===== src/rtl/lsu_mem_ctrl.sv =====
// rtl/lsu_mem_ctrl.sv - RV32I load/store unit driving a word-wide memory without byte enables
// Optional alignment fault checking is enabled with `define LSU_ALIGN_CHECK_EN.
module lsu_mem_ctrl #(
  parameter int MEM_WORDS = 64
) (
  input  logic        i_clk,
  input  logic        i_rst,
  input  logic        i_req_valid,
  output logic        o_req_ready,
  input  logic        i_req_we,
  input  logic [2:0]  i_req_funct3,
  input  logic [31:0] i_req_addr,
  input  logic [31:0] i_req_wdata,
  output logic        o_resp_valid,
  output logic [31:0] o_resp_rdata,
  output logic        o_resp_fault,
  output logic [31:0] o_mem_addr,
  output logic        o_mem_load,
  output logic        o_mem_store,
  output logic [31:0] o_mem_wdata,
  input  logic [31:0] i_mem_rdata
);

  localparam int AW = (MEM_WORDS > 1) ? $clog2(MEM_WORDS) : 1;

  typedef enum logic [2:0] {
    S_IDLE,
    S_RD,
    S_WR,
    S_RMW_RD,
    S_RMW_WR,
    S_RESP
  } state_t;

  state_t r_state;
  state_t w_next;

  logic [AW+1:0] r_addr;
  logic [2:0]    r_funct3;
  logic [31:0]   r_wdata;
  logic [31:0]   r_word;
  logic [31:0]   r_resp_rdata;
  logic          r_resp_fault;

  logic          w_accept;
  logic          w_illegal;
  logic          w_misalign;
  logic          w_fault;
  logic [7:0]    w_byte;
  logic [15:0]   w_half;
  logic [31:0]   w_load_data;
  logic [31:0]   w_merged;
  logic          w_unused_addr;

  assign w_unused_addr = ^i_req_addr[31:AW+2];

  assign w_accept = i_req_valid && (r_state == S_IDLE);

  always_comb begin
    w_illegal = 1'b0;
    if (i_req_we) begin
      w_illegal = i_req_funct3[2] || (i_req_funct3 == 3'b011);
    end else begin
      w_illegal = (i_req_funct3 == 3'b011) || (i_req_funct3 == 3'b110) ||
                  (i_req_funct3 == 3'b111);
    end
  end

`ifdef LSU_ALIGN_CHECK_EN
  assign w_misalign = ((i_req_funct3[1:0] == 2'b01) && i_req_addr[0]) ||
                      ((i_req_funct3[1:0] == 2'b10) && (i_req_addr[1:0] != 2'b00));
`else
  // Without the check, sub-lane address bits are simply ignored.
  assign w_misalign = 1'b0;
`endif

  assign w_fault = w_illegal || w_misalign;

  always_comb begin
    w_byte = 8'h00;
    case (r_addr[1:0])
      2'd0:    w_byte = i_mem_rdata[7:0];
      2'd1:    w_byte = i_mem_rdata[15:8];
      2'd2:    w_byte = i_mem_rdata[23:16];
      default: w_byte = i_mem_rdata[31:24];
    endcase
    w_half = r_addr[1] ? i_mem_rdata[31:16] : i_mem_rdata[15:0];
  end

  always_comb begin
    w_load_data = 32'h0;
    case (r_funct3)
      3'b000:  w_load_data = {{24{w_byte[7]}}, w_byte};
      3'b001:  w_load_data = {{16{w_half[15]}}, w_half};
      3'b010:  w_load_data = i_mem_rdata;
      3'b100:  w_load_data = {24'h0, w_byte};
      3'b101:  w_load_data = {16'h0, w_half};
      default: w_load_data = 32'h0;
    endcase
  end

  // Sub-word store: splice the new lane into the word captured during RMW_RD.
  always_comb begin
    w_merged = r_word;
    if (r_funct3[1:0] == 2'b00) begin
      case (r_addr[1:0])
        2'd0:    w_merged[7:0]   = r_wdata[7:0];
        2'd1:    w_merged[15:8]  = r_wdata[7:0];
        2'd2:    w_merged[23:16] = r_wdata[7:0];
        default: w_merged[31:24] = r_wdata[7:0];
      endcase
    end else if (r_addr[1]) begin
      w_merged[31:16] = r_wdata[15:0];
    end else begin
      w_merged[15:0] = r_wdata[15:0];
    end
  end

  always_ff @(posedge i_clk or negedge i_rst) begin
    if (!i_rst) begin
      r_state <= S_IDLE;
    end else begin
      r_state <= w_next;
    end
  end

  always_comb begin
    w_next       = r_state;
    o_req_ready  = 1'b0;
    o_resp_valid = 1'b0;
    o_mem_load   = 1'b0;
    o_mem_store  = 1'b0;
    o_mem_wdata  = 32'h0;
    case (r_state)
      S_IDLE: begin
        o_req_ready = 1'b1;
        if (w_accept) begin
          if (w_fault) begin
            w_next = S_RESP;
          end else if (!i_req_we) begin
            w_next = S_RD;
          end else if (i_req_funct3[1:0] == 2'b10) begin
            w_next = S_WR;
          end else begin
            w_next = S_RMW_RD;
          end
        end
      end
      S_RD: begin
        o_mem_load = 1'b1;
        w_next     = S_RESP;
      end
      S_WR: begin
        o_mem_store = 1'b1;
        o_mem_wdata = r_wdata;
        w_next      = S_RESP;
      end
      S_RMW_RD: begin
        o_mem_load = 1'b1;
        w_next     = S_RMW_WR;
      end
      S_RMW_WR: begin
        o_mem_store = 1'b1;
        o_mem_wdata = w_merged;
        w_next      = S_RESP;
      end
      S_RESP: begin
        o_resp_valid = 1'b1;
        w_next       = S_IDLE;
      end
      default: w_next = S_IDLE;
    endcase
  end

  always_ff @(posedge i_clk or negedge i_rst) begin
    if (!i_rst) begin
      r_addr       <= '0;
      r_funct3     <= 3'b000;
      r_wdata      <= 32'h0;
      r_word       <= 32'h0;
      r_resp_rdata <= 32'h0;
      r_resp_fault <= 1'b0;
    end else begin
      if (w_accept) begin
        r_addr   <= i_req_addr[AW+1:0];
        r_funct3 <= i_req_funct3;
        r_wdata  <= i_req_wdata;
        if (w_fault) begin
          r_resp_rdata <= 32'h0;
          r_resp_fault <= 1'b1;
        end
      end
      case (r_state)
        S_RD: begin
          r_resp_rdata <= w_load_data;
          r_resp_fault <= 1'b0;
        end
        S_RMW_RD: r_word <= i_mem_rdata;
        S_WR, S_RMW_WR: begin
          r_resp_rdata <= 32'h0;
          r_resp_fault <= 1'b0;
        end
        default: ;
      endcase
    end
  end

  assign o_mem_addr   = {{(32-AW){1'b0}}, r_addr[AW+1:2]};
  assign o_resp_rdata = r_resp_rdata;
  assign o_resp_fault = r_resp_fault;

endmodule


===== config.mk =====
export PLATFORM = sky130hd
export DESIGN_NAME = lsu_mem_ctrl
export DESIGN_NICKNAME = d
export VERILOG_FILES = /design/src/rtl/lsu_mem_ctrl.sv
export SDC_FILE = /design/constraint.sdc
export NUM_CORES = 1
export LEC_CHECK = 0
export CORE_AREA = 3 3 114 116
export CTS_CLUSTER_DIAMETER = 40
export DETAILED_ROUTE_END_ITERATION = 8
export DIE_AREA = 0 0 117 119
export PLACE_DENSITY = 0.9
export REMOVE_ABC_BUFFERS = 1
export SKIP_CTS_REPAIR_TIMING = 1
export SLEW_MARGIN = 20
export SYNTH_ARGS = -nofsm -noshare
export SYNTH_HDL_FRONTEND = slang
export SYNTH_SLANG_ARGS = --single-unit

===== constraint.sdc =====
create_clock -name i_clk -period 3.1 [get_ports i_clk]
set_input_delay 0.31 -clock i_clk [delete_from_list [all_inputs] [get_ports i_clk]]
set_output_delay 0.31 -clock i_clk [all_outputs]
set_load 0.005 [all_outputs]

# Yosys cells after proc, flatten, opt, wreduce, memory -nomap -nowiden
# Cells that the tools add are included.
# W data, S select, Z words.
classes:
  n_eq_ne: 16
  n_mux: 27
  n_reduce_logical: 18
op_table:
  columns: ["cell", "n"]
  rows:
  - ["$pmux W32 S5", 1]
  - ["$pmux W32 S2", 2]
  - ["$mux W32", 3]
  - ["$mux W16", 3]
  - ["$mux W8", 4]
  - ["$pmux W8 S3", 1]
  - ["$eq A3 B3 Y1 const B", 6]
  - ["$eq A3 B2 Y1 const B", 4]
  - ["$mux W1", 9]
  - ["$pmux W3 S3", 1]
  - ["$eq A3 B1 Y1 const B", 2]
  - ["$logic_not A3 Y1", 2]
  - ["$mux W3", 2]
  - ["$reduce_bool A3 Y1", 2]
  - ["$reduce_or A3 Y1", 2]
  - ["$eq A2 B2 Y1 const B", 2]
  - ["$logic_not A2 Y1", 2]
  - ["$reduce_and A2 Y1", 2]
  - ["$reduce_bool A2 Y1", 2]
  - ["$reduce_or A2 Y1", 2]
  - ["$logic_or A1 B1 Y1", 3]
  - ["$eq A2 B1 Y1 const B", 1]
  - ["$mux W2", 1]
  - ["$ne A2 B2 Y1 const B", 1]
  - ["$logic_and A1 B1 Y1", 1]
word_totals:
  out_inout_bits: 101
  inputBits: 103
  ff_bits: 111
  word_cells: 68

# Logic depth before layout (Yosys ltp)
# Gate-level depths: netlist of run 1.
logic_depth:
  word_depth: 7
  mapped_depth: 8
  ltp_nobuf: 4

# Worst setup path after synthesis of run 1
# OpenSTA, ideal clock, no wires.
synth_path:
  kind: "flip-flop to output port"
  startpoint: "register r_funct3[1]"
  endpoint: "output o_mem_wdata[16]"
  path_buffers: 2
  stages_incl_launch_ff: 7
  slack_ps: 1335
  arrival_ps: 1455
  cell_sequence: "dfrtp_1 -> buf_2 -> or2_4 -> buf_6 -> o21ai_4 -> mux2i_1 -> o21ai_1"
synth_via:
  elab_chain_cells: 3
synth_lines:
  columns: ["element", "line_no", "source"]
  rows:
  - ["start: declaration", "39", "logic [2:0] r_funct3;"]
  - ["start signal: assignment", "186", "r_funct3 <= i_req_funct3;"]
  - ["$logic_not A2 Y1", "105", "if (r_funct3[1:0] == 2'b00) begin"]
  - ["$mux W32", "105", null]
  - ["$pmux W32 S2", "134", "case (r_state)"]
  - ["end: declaration", "20", "output logic [31:0] o_mem_wdata,"]
# Every way passes these cells.

# Final worst setup path of run 1
layout_path:
  startpoint: "register r_funct3[0]"
  endpoint: "output o_mem_wdata[15]"
# Same word-level chain as after synthesis.

==> flow_metrics.env, run 1 <==
export IMPL_portBuffers=153
export IMPL_synth_common_cells="111 x dfrtp_1, 75 x mux2_2, 40 x buf_4"
export IMPL_routedWlPerCell_um=21.06
export IMPL_clock_skew_ns=0.004894
export IMPL_die_height_um=119
export IMPL_grt_pass1_vias=4768
export IMPL_firstDrtPassIters=4
export IMPL_ys_ff_latch=111
export IMPL_holdPathEnd="o_resp_rdata[17]$_DFFE_PN0P_"
export IMPL_grt_max_degree=69
export IMPL_grt_first_pass_wirelength_um=26120
export IMPL_power_density_nw_per_um2=997.4
export IMPL_wl_met1_um=6808
export IMPL_reg2reg_depth=5
export IMPL_worst_path_dominant_cell_family="compound AO/OA/AOI/OAI gates"
export IMPL_period_needed_ns=2.886
export IMPL_synth_top_cell_area_share_pct=46.74
export IMPL_final_util_pct=64.51
export IMPL_worst_path_max_fanout=9
export IMPL_hold_viol=0
export IMPL_yosys_warnings=0
export IMPL_fin_nets=738
export IMPL_hold_depth=1
export IMPL_crit_buf_inv=1
export IMPL_max_slew_margin_pct=54.78
export IMPL_antenna_left=0
export IMPL_async_flop_share_pct=100.0
export IMPL_stdcell_count=787
export IMPL_synth_compound_area_share_pct=16.91
export IMPL_ys_seq_area_share_pct=46.74
export IMPL_cts_buffers=9
export IMPL_synthMostInstantiatedCell="dfrtp_1"
export IMPL_holdCritStartpoint="o_resp_rdata[17]$_DFFE_PN0P_"
export IMPL_htreeDepth=3
export IMPL_period_share_pct=93.09
export IMPL_dp_slack_ns=0.5420
export IMPL_finalMaxSlewViolations=0
export IMPL_vdd_drop_max_v=0.0004764
export IMPL_whs_ns=0.4941
export IMPL_row_count=40
export IMPL_syn_inst=503
export IMPL_areaGrowthSynthToFinish_pct=30.38
export IMPL_numClockSinks=111
export IMPL_max_clock_path_buffers=2
export IMPL_synth_top_area_cell="dfrtp_1"
export IMPL_synth_area_per_cell_sq_um=11.82
export IMPL_tightest_slew_ns=0.6784
export IMPL_synth_xor_area_share_pct=0
export IMPL_ys_types=46
export IMPL_die_area_sq_um=13920
export IMPL_maxCapViolations=0
export IMPL_start_util_pct=49.48
export IMPL_core_sq_um=12010
export IMPL_tns_ns=0
export IMPL_cts_tree="built"
export IMPL_path_cells="nor2_2 > a21oi_1 > o22ai_1 > o21ai_0 > clkdlybuf4s50_1"
export IMPL_grtUsageTotal_pct=23.97
export IMPL_crit_path_max_incr_delay_ns=0.58
export IMPL_layout_drive_gt1_share_pct=20.16
export IMPL_overflow=0
export IMPL_top_layer_used="met4"
export IMPL_setup_ws_ns=0.2141
export IMPL_synth_edff_count=0
export IMPL_antenna_found_initial=0
export IMPL_rr_startpoint="r_addr[1]$_DFFE_PN0P_"
export IMPL_num_antenna_cells=0
export IMPL_wl_met3_um=1180
export IMPL_path_class="flip-flop to primary output"
export IMPL_critPathLaunchType="flip-flop"
export IMPL_routed_via_count=4683
export IMPL_die_w_um=117
export IMPL_wl_met2_um=8062
export IMPL_wl_um=16570
export IMPL_cp_end_kind="primary output"
export IMPL_synth_adder_area_share_pct=0.1684
export IMPL_synthMuxAreaShare_pct=21.28
export IMPL_cp_slowest_cell="dfrtp_1"
export IMPL_drc=0
export IMPL_viasPerCell=5.950
export IMPL_gp_congestion=0.8534
export IMPL_critPathRequiredTime_ns=2.79
export IMPL_setup_viol=0
export IMPL_root_buffer="clkbuf_16"
export IMPL_syn_area_sq_um=5943
export IMPL_clk_pin_slew_worst_paths_ns=0.07
export IMPL_cp_data_arrival_time_ns=2.58
export IMPL_critPathLaunch="r_funct3[0]$_DFFE_PN0P_"
export IMPL_drtIter0Drc=281
export IMPL_clk_latency_ns=0.35
export IMPL_dp_cells=770
export IMPL_synth_top_family_by_area="multiplexers"
export IMPL_synth_area_leaders="dfrtp_1 47%, mux2_2 14%, buf_4 5.1%"
export IMPL_ios=204
export IMPL_fmax_mhz=346.5
export IMPL_ys_flop_type="dfrtp_1"
export IMPL_rsz0062_at_grt="false"
export IMPL_regToRegSetupSlack_ns=0.62
export IMPL_hp_class="flip-flop to flip-flop"
export IMPL_rr_endpoint="o_resp_rdata[14]$_DFFE_PN0P_"
export IMPL_hpwl_um=12140
export IMPL_status="completed"
export IMPL_synth_simple_area_share_pct=7.347
export IMPL_power_leakage_nw=3.177
==> sequential cells by signal, indices dropped and copies added, names as in the netlist <==
name / count
r_state: 3
o_resp_fault: 1
r_funct3: 3
r_wdata: 32
r_word: 32
r_addr: 8
o_resp_rdata: 32
==> cell families after synthesis <==
family / count (synthesis)
other: 1
muxes: 107
and+or+nand+nor: 81
adders and majority gates: 1
buffers and inverters: 70
AOI/OAI and AO/OA: 132
DFF: 111
==> worst max path at each step <==
stage / cells after the start / to
after floorplan: 4 / o_resp_rdata[10]$_DFFE_PN0P_
after global placement: 4 / o_mem_wdata[15]
after detailed placement: 5 / o_mem_wdata[6]
after CTS: 5 / o_mem_wdata[6]
after global routing: 5 / o_mem_wdata[15]
final: 5 / o_mem_wdata[15]
==> through the flow <==
stage	total power, mW	area, sq um
final	7.729	7749
after global routing	8.199	7749
after CTS	7.740	7736
after detailed placement	6.455	7412
after global placement	6.307	7412
after floorplan	4.679	5595
==> metal layers <==
metal,GRT usage (%),vias up
li1,-,2072
met1,32.78,2345
met2,37.91,228
met3,3.811,38
met4,9.749,0
met5,0,-
==> final cells by class <==
| cell class | count | area, sq um |
|---|---|---|
| inverter | 1 | 3.754 |
| clock inverter | 5 | 81.33 |
| multi-input combinational | 347 | 2824 |
| clock buffer | 11 | 242.7 |
| timing repair buffer | 165 | 1634 |
| fill | 919 | 4263 |
| tap | 147 | 183.9 |
| sequential | 111 | 2779 |
==> placed cells by master (no fill, tap or decap), types with 2 or more instances in the layout <==
master / count
dfrtp_1: 110
a32o_1: 15
nor2_2: 2
o31ai_1: 2
mux2_2: 75
clkdlybuf4s50_1: 152
nor3_1: 7
a21oi_1: 21
nor2_1: 17
a21o_1: 2
mux2i_1: 24
a22o_1: 16
mux4_2: 8
o21bai_1: 8
a221oi_1: 7
nand2b_1: 12
and2_1: 2
buf_4: 11
conb_1: 26
bufinv_16: 2
or2_2: 7
nand2_1: 21
o2bb2ai_1: 23
o21ai_1: 9
o21ai_0: 15
clkbuf_16: 9
o211ai_1: 8
and3b_1: 2
==> power breakdown <==
| group | internal (mW) | leakage (nW) | switching (mW) |
|---|---|---|---|
| clock | 0.731 | 0.156 | 0.527 |
| sequential | 2.12 | 1.37 | 0.575 |
| combinational | 2.09 | 1.65 | 1.68 |
| total | 4.94 | 3.18 | 2.79 |
No activity file was read; power rests on OpenSTA's default activity.
==> run 2: changes to the inputs <==
--- a/config.mk
+++ b/config.mk
@@ -11,3 +11,3 @@
 export DIE_AREA = 0 0 117 119
-export PLACE_DENSITY = 0.9
+export PLACE_DENSITY = 0.85
 export REMOVE_ABC_BUFFERS = 1
==> constraint.sdc (replaced) <==
create_clock -name i_clk -period 3.1 [get_ports i_clk]
set_input_delay 0.465 -clock i_clk [delete_from_list [all_inputs] [get_ports i_clk]]
set_output_delay 0.465 -clock i_clk [all_outputs]
set_load 0.005 [all_outputs]
==> run 2 against run 1 <==
  * Cell count shrank 0.13%
  * Critical path depth is 1 higher
  * Fmax shrank 3.3%
  * Sequential cell count stayed put
  * Wire length is essentially flat
  * Combinational power about the same
  * Global-route usage rose by 0.66 points
  * Sequential power decreased by 1%
  * Non-clock buffer count shrank 1
  * Register-to-register slack better by 0.14 ns
  * Die area stayed put
  * Critical path type unchanged
  * Clock power increased by 3%
==> flow_metrics.env, run 2 (synthesis results as in run 1) <==
export IMPL_numClockSinks=111
export IMPL_period_share_pct=96.30
export IMPL_ios=204
export IMPL_drc=0
export IMPL_core_sq_um=12010
export IMPL_critPathRequiredTime_ns=2.63
export IMPL_cts_buffers=9
export IMPL_path_cells="nor2_2 > buf_4 > nor2_1 > o21ai_0 > a32o_1 > clkdlybuf4s50_1"
export IMPL_layout_commonest_cell="clkdlybuf4s50_1"
export IMPL_die_w_um=117
export IMPL_grt_pass1_vias=4765
export IMPL_gp_congestion=0.8403
export IMPL_final_cell_mix="152 x clkdlybuf4s50_1, 110 x dfrtp_1, 75 x mux2_2"
export IMPL_hp_class="input port to async pin"
export IMPL_tightest_slew_ns=0.7379
export IMPL_grtUsageTotal_pct=24.63
export IMPL_antenna_found_initial=0
export IMPL_stdcell_count=786
export IMPL_status="completed"
export IMPL_power_density_nw_per_um2=998.1
export IMPL_grt_max_degree=59
export IMPL_path_class="flip-flop to primary output"
export IMPL_grt_first_pass_wirelength_um=26610
export IMPL_drtIter0Drc=385
export IMPL_root_buffer="clkbuf_16"
export IMPL_row_count=40
export IMPL_fillers=936
export IMPL_max_clock_path_buffers=2
export IMPL_multiInputGateArea_sq_um=2833
export IMPL_num_antenna_cells=0
export IMPL_cp_data_arrival_time_ns=2.52
export IMPL_critPathLaunchType="flip-flop"
export IMPL_vdd_drop_max_v=0.0005733
export IMPL_tns_ns=0
export IMPL_viasPerCell=5.887
export IMPL_start_util_pct=49.48
export IMPL_overflow=0
export IMPL_routed_via_count=4627
export IMPL_areaGrowthSynthToFinish_pct=30.63
export IMPL_fmax_mhz=335.0
export IMPL_worst_path_max_fanout=14
export IMPL_firstDrtPassIters=5
export IMPL_seq_area_sq_um=2779
export IMPL_rsz0062_at_grt="false"
export IMPL_power_leakage_nw=3.183
export IMPL_layout_drive_gt1_share_pct=20.66
export IMPL_clk_pin_slew_worst_paths_ns=0.08
export IMPL_p_total_mw=7.749
export IMPL_portBuffers=153
export IMPL_wl_um=16570
export IMPL_maxCapViolations=0
export IMPL_htreeDepth=3
export IMPL_max_slew_margin_pct=50.81
export IMPL_routedWlPerCell_um=21.08
export IMPL_period_needed_ns=2.985
export IMPL_dp_cells=770
export IMPL_die_area_sq_um=13920
export IMPL_setup_viol=0
export IMPL_clock_skew_ns=0.008695
export IMPL_stdcell_area_sq_um=7764
export IMPL_finalMaxSlewViolations=0
export IMPL_antenna_left=0
export IMPL_clk_latency_ns=0.37
export IMPL_cp_slowest_cell="dfrtp_1"
export IMPL_hold_viol=0
export IMPL_crit_path_max_incr_delay_ns=0.52
export IMPL_cts_tree="built"
export IMPL_fin_nets=737
export IMPL_hpwl_um=11970
export IMPL_placed_area_sq_um=7425
export IMPL_die_height_um=119
export IMPL_cp_end_kind="primary output"
==> run 2: metrics by stage <==
step | worst slack [ns] | util [%] | hold slack, ns
after floorplan | 0.5625 | - | 0.1694
after detailed placement | 0.4187 | 61.81 | 0.4727
after global placement | 0.4352 | 61.81 | 0.4694
after global routing | 0.001292 | 64.64 | 0.2125
final | 0.1147 | 64.64 | 0.1548
after CTS | 0.01546 | 64.54 | 0.1869
==> run 2: layer usage <==
layer  wire length (um)  vias to the layer above  part of all wire [%]  track usage [%]
met3               1169                       39                   7.1            5.539
met5                  0                        -                     0                0
met1               7067                     2285                    43            34.58
met2               7961                      225                    48            38.12
li1                   -                     2078                     -                -
met4                373                        0                   2.3            7.384
==> run 2: final timing paths <==
kind                                         startpoint                      endpoint  slack [ns]  depth (start not counted)
max reg2reg                       r_addr[1]$_DFFE_PN0P_  o_resp_rdata[13]$_DFFE_PN0P_        0.76                          5
max                             r_funct3[0]$_DFFE_PN0P_               o_mem_wdata[29]        0.11                          6
min                                               i_rst        r_wdata[9]$_DFFE_PN0P_        0.15                          1
min in group i_clk         o_resp_rdata[30]$_DFFE_PN0P_  o_resp_rdata[30]$_DFFE_PN0P_        0.50                          1
max in group asynchronous                         i_rst       r_funct3[1]$_DFFE_PN0P_        2.22                          2
min reg2reg                o_resp_rdata[30]$_DFFE_PN0P_  o_resp_rdata[30]$_DFFE_PN0P_        0.50                          1
==> run 2: area by class of cell <==
cell class | instances | area share [%]
flip-flops and latches | 111 | 35.79
repair buffers | 164 | 21.08
inverters | 1 | 0.04835
well taps | 147 | 2.369
clock inverters | 7 | 1.322
clock buffers | 9 | 2.901
multi-input cells | 347 | 36.49
==> run 2: where the power goes <==
part	leakage, nW	internal, mW	switching [mW]	total (mW)
clock	0.162	0.721	0.575	1.30
combinational	1.65	2.09	1.70	3.80
sequential	1.37	2.12	0.532	2.66
==> run 2: worst max-delay path: cells and delay by family, from the launching register on <==
kind,cells,cell delay (ns)
compound gates,2,0.47
flops,1,0.52
simple gates,2,0.37
buf+inv,2,0.80
